File: src/rtl/mem_access_stage.sv
// MEM pipeline stage: issues loads/stores over a stallable req/ack handshake
// and registers the result into the MEM/WB payload.
module mem_access_stage #(
  parameter int unsigned DATA_W     = 32,
  parameter int unsigned ADDR_W     = 32,
  parameter int unsigned REG_ADDR_W = 5
) (
  input  logic                  clk_i,
  input  logic                  rst_n_i,
  input  logic                  valid_i,
  input  logic                  WB_i,
  input  logic                  WBSrc_i,
  input  logic                  MemRead_i,
  input  logic                  MemWrite_i,
  input  logic [ADDR_W-1:0]     ALUres_i,
  input  logic [DATA_W-1:0]     MemWdata_i,
  input  logic [REG_ADDR_W-1:0] rd_addr_i,
  output logic                  stall_o,
  output logic                  mem_req_o,
  output logic                  mem_we_o,
  output logic [ADDR_W-1:0]     mem_addr_o,
  output logic [DATA_W-1:0]     mem_wdata_o,
  input  logic                  mem_ack_i,
  input  logic [DATA_W-1:0]     mem_rdata_i,
  output logic                  valid_o,
  output logic                  WB_o,
  output logic                  WBSrc_o,
  output logic [DATA_W-1:0]     MemRdata_o,
  output logic [ADDR_W-1:0]     ALUres_o,
  output logic [REG_ADDR_W-1:0] rd_addr_o,
  output logic                  misalign_o
);

  typedef enum logic {
    IDLE   = 1'b0,
    ACCESS = 1'b1
  } state_e;

  state_e                state_q, state_d;
  logic                  mem_req_q, mem_req_d;
  logic                  mem_we_q, mem_we_d;
  logic [ADDR_W-1:0]     mem_addr_q, mem_addr_d;
  logic [DATA_W-1:0]     mem_wdata_q, mem_wdata_d;
  logic                  wb_pend_q, wb_pend_d;
  logic                  wbsrc_pend_q, wbsrc_pend_d;
  logic [REG_ADDR_W-1:0] rd_pend_q, rd_pend_d;
  logic                  valid_q, valid_d;
  logic                  wb_q, wb_d;
  logic                  wbsrc_q, wbsrc_d;
  logic [DATA_W-1:0]     rdata_q, rdata_d;
  logic [ADDR_W-1:0]     alures_q, alures_d;
  logic [REG_ADDR_W-1:0] rd_q, rd_d;
  logic                  misalign_q, misalign_d;
  logic                  memop_c;
  logic                  aligned_c;
  logic                  stall_c;

  // State register and all registered outputs
  always_ff @(posedge clk_i or negedge rst_n_i) begin
    if (!rst_n_i) begin
      state_q      <= IDLE;
      mem_req_q    <= 1'b0;
      mem_we_q     <= 1'b0;
      mem_addr_q   <= '0;
      mem_wdata_q  <= '0;
      wb_pend_q    <= 1'b0;
      wbsrc_pend_q <= 1'b0;
      rd_pend_q    <= '0;
      valid_q      <= 1'b0;
      wb_q         <= 1'b0;
      wbsrc_q      <= 1'b0;
      rdata_q      <= '0;
      alures_q     <= '0;
      rd_q         <= '0;
      misalign_q   <= 1'b0;
    end else begin
      state_q      <= state_d;
      mem_req_q    <= mem_req_d;
      mem_we_q     <= mem_we_d;
      mem_addr_q   <= mem_addr_d;
      mem_wdata_q  <= mem_wdata_d;
      wb_pend_q    <= wb_pend_d;
      wbsrc_pend_q <= wbsrc_pend_d;
      rd_pend_q    <= rd_pend_d;
      valid_q      <= valid_d;
      wb_q         <= wb_d;
      wbsrc_q      <= wbsrc_d;
      rdata_q      <= rdata_d;
      alures_q     <= alures_d;
      rd_q         <= rd_d;
      misalign_q   <= misalign_d;
    end
  end

  // Next-state, memory request and MEM/WB payload
  always_comb begin
    state_d      = state_q;
    mem_req_d    = mem_req_q;
    mem_we_d     = mem_we_q;
    mem_addr_d   = mem_addr_q;
    mem_wdata_d  = mem_wdata_q;
    wb_pend_d    = wb_pend_q;
    wbsrc_pend_d = wbsrc_pend_q;
    rd_pend_d    = rd_pend_q;
    valid_d      = 1'b0;
    wb_d         = wb_q;
    wbsrc_d      = wbsrc_q;
    rdata_d      = rdata_q;
    alures_d     = alures_q;
    rd_d         = rd_q;
    misalign_d   = 1'b0;
    stall_c      = 1'b0;
    memop_c      = valid_i & (MemRead_i | MemWrite_i);
    aligned_c    = (ALUres_i[1:0] == 2'b00);

    case (state_q)
      IDLE: begin
        if (!valid_i) begin
          wb_d = 1'b0;
        end else if (!memop_c || !aligned_c) begin
          // ALU op passes through; a misaligned memory op retires without access
          valid_d    = 1'b1;
          wb_d       = memop_c ? 1'b0 : WB_i;
          misalign_d = memop_c;
          wbsrc_d    = WBSrc_i;
          alures_d   = ALUres_i;
          rd_d       = rd_addr_i;
          rdata_d    = '0;
        end else begin
          stall_c      = 1'b1;
          state_d      = ACCESS;
          mem_req_d    = 1'b1;
          mem_we_d     = MemWrite_i;
          mem_addr_d   = {ALUres_i[ADDR_W-1:2], 2'b00};
          mem_wdata_d  = MemWdata_i;
          wb_pend_d    = WB_i;
          wbsrc_pend_d = WBSrc_i;
          rd_pend_d    = rd_addr_i;
        end
      end
      ACCESS: begin
        stall_c = ~mem_ack_i;
        if (mem_ack_i) begin
          state_d   = IDLE;
          mem_req_d = 1'b0;
          valid_d   = 1'b1;
          wb_d      = mem_we_q ? 1'b0 : wb_pend_q;
          wbsrc_d   = wbsrc_pend_q;
          alures_d  = mem_addr_q;
          rd_d      = rd_pend_q;
          rdata_d   = mem_we_q ? '0 : mem_rdata_i;
        end
      end
    endcase
  end

  // Stall is gated by reset so it drops the moment reset asserts
  assign stall_o     = rst_n_i & stall_c;
  assign mem_req_o   = mem_req_q;
  assign mem_we_o    = mem_we_q;
  assign mem_addr_o  = mem_addr_q;
  assign mem_wdata_o = mem_wdata_q;
  assign valid_o     = valid_q;
  assign WB_o        = wb_q;
  assign WBSrc_o     = wbsrc_q;
  assign MemRdata_o  = rdata_q;
  assign ALUres_o    = alures_q;
  assign rd_addr_o   = rd_q;
  assign misalign_o  = misalign_q;

endmodule

File: config.mk
export PLATFORM = sky130hd
export DESIGN_NAME = mem_access_stage
export DESIGN_NICKNAME = d
export VERILOG_FILES = /design/src/rtl/mem_access_stage.sv
export SDC_FILE = /design/constraint.sdc
export NUM_CORES = 1
export LEC_CHECK = 0
export BUFFER_PORTS_ARGS = -buffer_cell sky130_fd_sc_hd__buf_2
export CORE_MARGIN = 5
export CORE_UTILIZATION = 40
export CTS_CLUSTER_SIZE = 12
export DETAILED_ROUTE_END_ITERATION = 10
export PLACE_DENSITY = 0.68
export SLEW_MARGIN = 20
export SYNTH_ARGS = -nofsm -noshare
export SYNTH_HDL_FRONTEND = slang
export SYNTH_SLANG_ARGS = --single-unit
File: constraint.sdc
create_clock -name clk_i -period 5.8 [get_ports clk_i]
set_input_delay 1.16 -clock clk_i [delete_from_list [all_inputs] [get_ports clk_i]]
set_output_delay 1.16 -clock clk_i [all_outputs]
set_load 0.02 [all_outputs]
; Word level (Yosys, flattened, before mapping)
; Index checks and enable logic that the tools add are counted.
[classes]
eq_ne = 5
mux = 39
bitwise_logic = 6
n_reduce_logical = 8
[op_table]
columns = operator, n
row1 = $mux W32, 7
row2 = $pmux W32 S2, 2
row3 = $mux W1, 20
row4 = $mux W5, 3
row5 = $pmux W1 S2, 6
row6 = $pmux W5 S2, 1
row7 = $reduce_and A3 Y1, 3
row8 = $ne A2 B2 Y1 const B, 4
row9 = $ne A3 B3 Y1 const B, 1
row10 = $not A1 Y1, 3
row11 = $and A1 B1 Y1, 2
row12 = $logic_not A1 Y1, 2
row13 = $logic_not A2 Y1, 1
row14 = $reduce_and A2 Y1, 1
row15 = $logic_or A1 B1 Y1, 1
row16 = $or A1 B1 Y1, 1
[totals]
register_bits = 145
in_bits = 109
out_inout_bits = 140
wordCells = 73

; Depth between registers and ports, before layout
[logic_depth]
word_depth = 8
depth_mapped = 6
mapped_depth_nobuf = 3

; Worst setup path before layout
; OpenSTA, ideal clock, no wires.
[synth_path]
kind = input -> output
from = in ALUres_i[1]
to = out stall_o
t_arrival_ns = 2.120
required_ns = 4.640
path_slack_ns = 2.520
path_stages = 3
n_path_buf = 0
cell_sequence = or4b_4 -> o22ai_1 -> and2_1
[synth_between]
elab_chain_len = 7
[synth_rtl]
columns = item, line
row1 = start: declaration, 15  ; input logic [ADDR_W-1:0] ALUres_i,
row2 = $logic_not A2 Y1, 114  ; aligned_c = (ALUres_i[1:0] == 2'b00);
row3 = $logic_not A1 Y1, 120  ; end else if (!memop_c || !aligned_c) begin
row4 = $logic_or A1 B1 Y1, 120
row5 = $mux W1, 120
row6 = $mux W1, 118  ; if (!valid_i) begin
row7 = $pmux W1 S2, 116  ; case (state_q)
row8 = via stall_c, 56  ; logic stall_c;
row9 = $and A1 B1 Y1, 158  ; assign stall_o = rst_n_i & stall_c;
row10 = end: declaration, 18  ; output logic stall_o,
; The timed path passes the listed nets, and every way through them passes these cells.

; Worst setup path in the final report
[layout_path]
from = reg state_q
to = out stall_o
[layout_between]
elab_chain_len = 3
[layout_rtl]
columns = item, line
row1 = start: declaration, 39  ; state_e state_q, state_d;
row2 = start signal: assignment, 77  ; state_q <= state_d;
row3 = $not A1 Y1 (no line), --
row4 = $pmux W1 S2 (*), 116
row5 = via stall_c, 56
row6 = $and A1 B1 Y1 (*), 158
; The timed path passes the listed nets; every way through them passes the cells marked *.

==> out/qor.csv <==
metric,value,unit
drt-pass1-iter-count,4,
synth_area,6259,µm²
cts_tree,built,
start_kind,register,
layout.nets,787,
synth_cells,432,
r2r_start,state_q,
rsz0062_at_grt,no,
portBuffers,246,
antenna_found_initial,1,
rrSetupSlack,2.54,ns
internal_power,2.388,mW
worst_pin_slew,1.052,ns
rows,45,
critPathBufInv,1,
syn_area_per_cell,14.49,µm²
endpoint,stall_o,
combinationalPowerShare,0.256,
finalSetupViolations,0,
post-place-ws,2.145,ns
ys.flop_type,dfrtp_1,
crit_path_top_delay_cell,dfrtp_2,
pin_count,249,
area_growth_syn_to_layout,32.79,%
cp_cell_sequence,or4b_4 > o22ai_1 > and2_1 > buf_2,
drtIter0Drc,156,
die_area,18250,µm²
status,finished clean,
die_h,135.1,µm
clk_pin_slew,0.06,ns
yosysTopAreaCell,dfrtp_1,
wirelength,14610,µm
slew_viol_final,0,
ys_warn_count,0,
hold_violations,0,
required,4.64,ns
setup_tns,0,ns
synth_area_leaders,"dfrtp_1 58%, mux2_2 19%, mux2_4 8.9%",
cp-end-kind,output pin,
critPathKind,register to output pin,
reg2reg_to,mem_wdata_o[6],
r2r_cells,4,
cts_resized,0,
cts_hold_buf,0,
dp_cells,870,
clkLatencyLatePin,0.41,ns
die_w,135.1,µm
drtAntennaViolNets,0,
p_switching,1.009,mW
cts_setup_buffers,0,
period_needed,3.663,ns
synth_edf_count,0,
cts_max_level,4,
pwr-share-clk,0.347,
ys_types,25,
worstPathArrival,2.50,ns
route.detailed.drc,0,
cts_num_sinks,145,
max_cap_viol_count,0,
crit_family,simple AND/OR/NAND/NOR gates,
wl_per_cell,16.20,µm
synthArstFlopShare,1.000,
cts_made_buffers,17,
fillCellCount,1306,
fin_crit_sh,0.6316,
synth-seq-cells,145,
synth.yosys.seq_area_share,0.5798,
crit_start,state_q,
skew,0.01273,ns
crit_path_max_fanout,45,
grt_remaining_overflow,0,
swShare,0.2970,
power_density,408.7,nW/µm²
grt_pass1_wl,23040,µm
gp_congestion,0.7320,
synth_most_common_cell,dfrtp_1,
n_antenna_cell,0,
vdd_ir_drop_max,0.2063,mV
grt_max_degree,87,
grt_use_total,0.1599,
hpwl,10700,µm
core_area,15260,µm²
synth_commonest_cells,"145 x dfrtp_1, 107 x mux2_2, 37 x mux2_4",
max_freq,0.2730,GHz
worst_path_largest_cell_delay,0.76,ns
floorplan.initialDensity,0.4102,
viasPerCell,4.637,
leakage,4.156,nW
clockBufferDepth,2,
fin_cells,902,
hp-class,register to register,
seqPwrFrac,0.397,
setup_slack,2.137,ns
worstSetupPathDepth,4,
grt_pass1_vias,4475,
synth_top_area_share,0.5798,
vias,4183,
cts_root_buffer,clkbuf_16,
drive_gt1_frac,0.6252,
slew_headroom,0.2972,
==> flip-flops by register name (all words and copies together) (netlist names) <==
| name | cells |
|---|---|
| ALUres_o | 32 |
| MemRdata_o | 32 |
| WBSrc_o | 1 |
| WB_o | 1 |
| mem_addr_o | 30 |
| mem_req_o | 1 |
| mem_wdata_o | 32 |
| mem_we_o | 1 |
| misalign_o | 1 |
| rd_addr_o | 5 |
| rd_pend_q | 5 |
| state_q | 1 |
| valid_o | 1 |
| wb_pend_q | 1 |
| wbsrc_pend_q | 1 |
==> cells in the final DEF, fill, tap and decap left out, drive strengths merged <==
master	instances
clkbuf	23
nand2b	1
buf	252
nor2	3
nor2b	4
conb	2
dfrtp	145
bufinv	4
nor3	1
o22ai	1
a2bb2oi	1
mux2i	32
inv	33
clkinv	4
a22o	1
a32o	1
and2	1
nand2	34
clkinvlp	1
or4b	1
a21o	1
mux2	144
nor4b	1
==> layout make-up <==
class,count,area (µm²),share of cell area
clock buffer,23,498.0,0.05992
clock inverter,9,151.4,0.01822
inverter,33,123.9,0.01491
multi-input combinational,229,2361,0.2841
sequential,145,3630,0.4368
tap,211,264.0,0.03177
timing repair buffer,252,1282,0.1543
==> per-stage QoR <==
stage | power [mW] | utilization | hold WS [ns] | instance area (µm²)
floorplan | 1.909 | - | 0.4749 | 6262
global placement | 2.223 | 0.5021 | 0.4634 | 7661
detailed placement | 2.250 | 0.5021 | 0.4719 | 7661
CTS | 3.438 | 0.5446 | 0.4889 | 8310
global route | 3.561 | 0.5446 | 0.5143 | 8310
finish | 3.397 | 0.5446 | 0.4797 | 8310
==> logic make-up after synthesis <==
group / synth area share
AO/OA/AOI/OAI: 0.006599
flip-flops: 0.5798
AND/OR/NAND/NOR: 0.03299
other: 0.0005992
multiplexers: 0.3325
buffers and inverters: 0.04758
==> power by group through the flow <==
stage	clock network, mW	logic (mW)	registers [mW]
final	1.18	0.870	1.35
after global routing	1.25	0.930	1.38
after CTS	1.20	0.885	1.35
after floorplan	0	0.328	1.58
after global placement	0	0.868	1.35
after detailed placement	0	0.884	1.37
==> metal layers <==
metal	wire, µm	GRT usage
met1	6159	0.1990
met2	6944	0.2575
met3	1404	0.07303
met4	85	0.03415
met5	13	0
==> how the worst min path moves through the flow <==
stage,cells after the start,endpoint,slack (ns),start
5_1_grt,1,ALUres_o[8],0.51,ALUres_o[8]
2_1_floorplan,1,rd_pend_q[0],0.47,rd_pend_q[0]
3_5_place_dp,1,mem_req_o,0.47,mem_req_o
6_report,1,mem_req_o,0.48,mem_req_o
4_1_cts,1,mem_req_o,0.49,mem_req_o
3_3_place_gp,1,mem_req_o,0.46,mem_req_o
No activity file was read; power rests on OpenSTA's default activity.
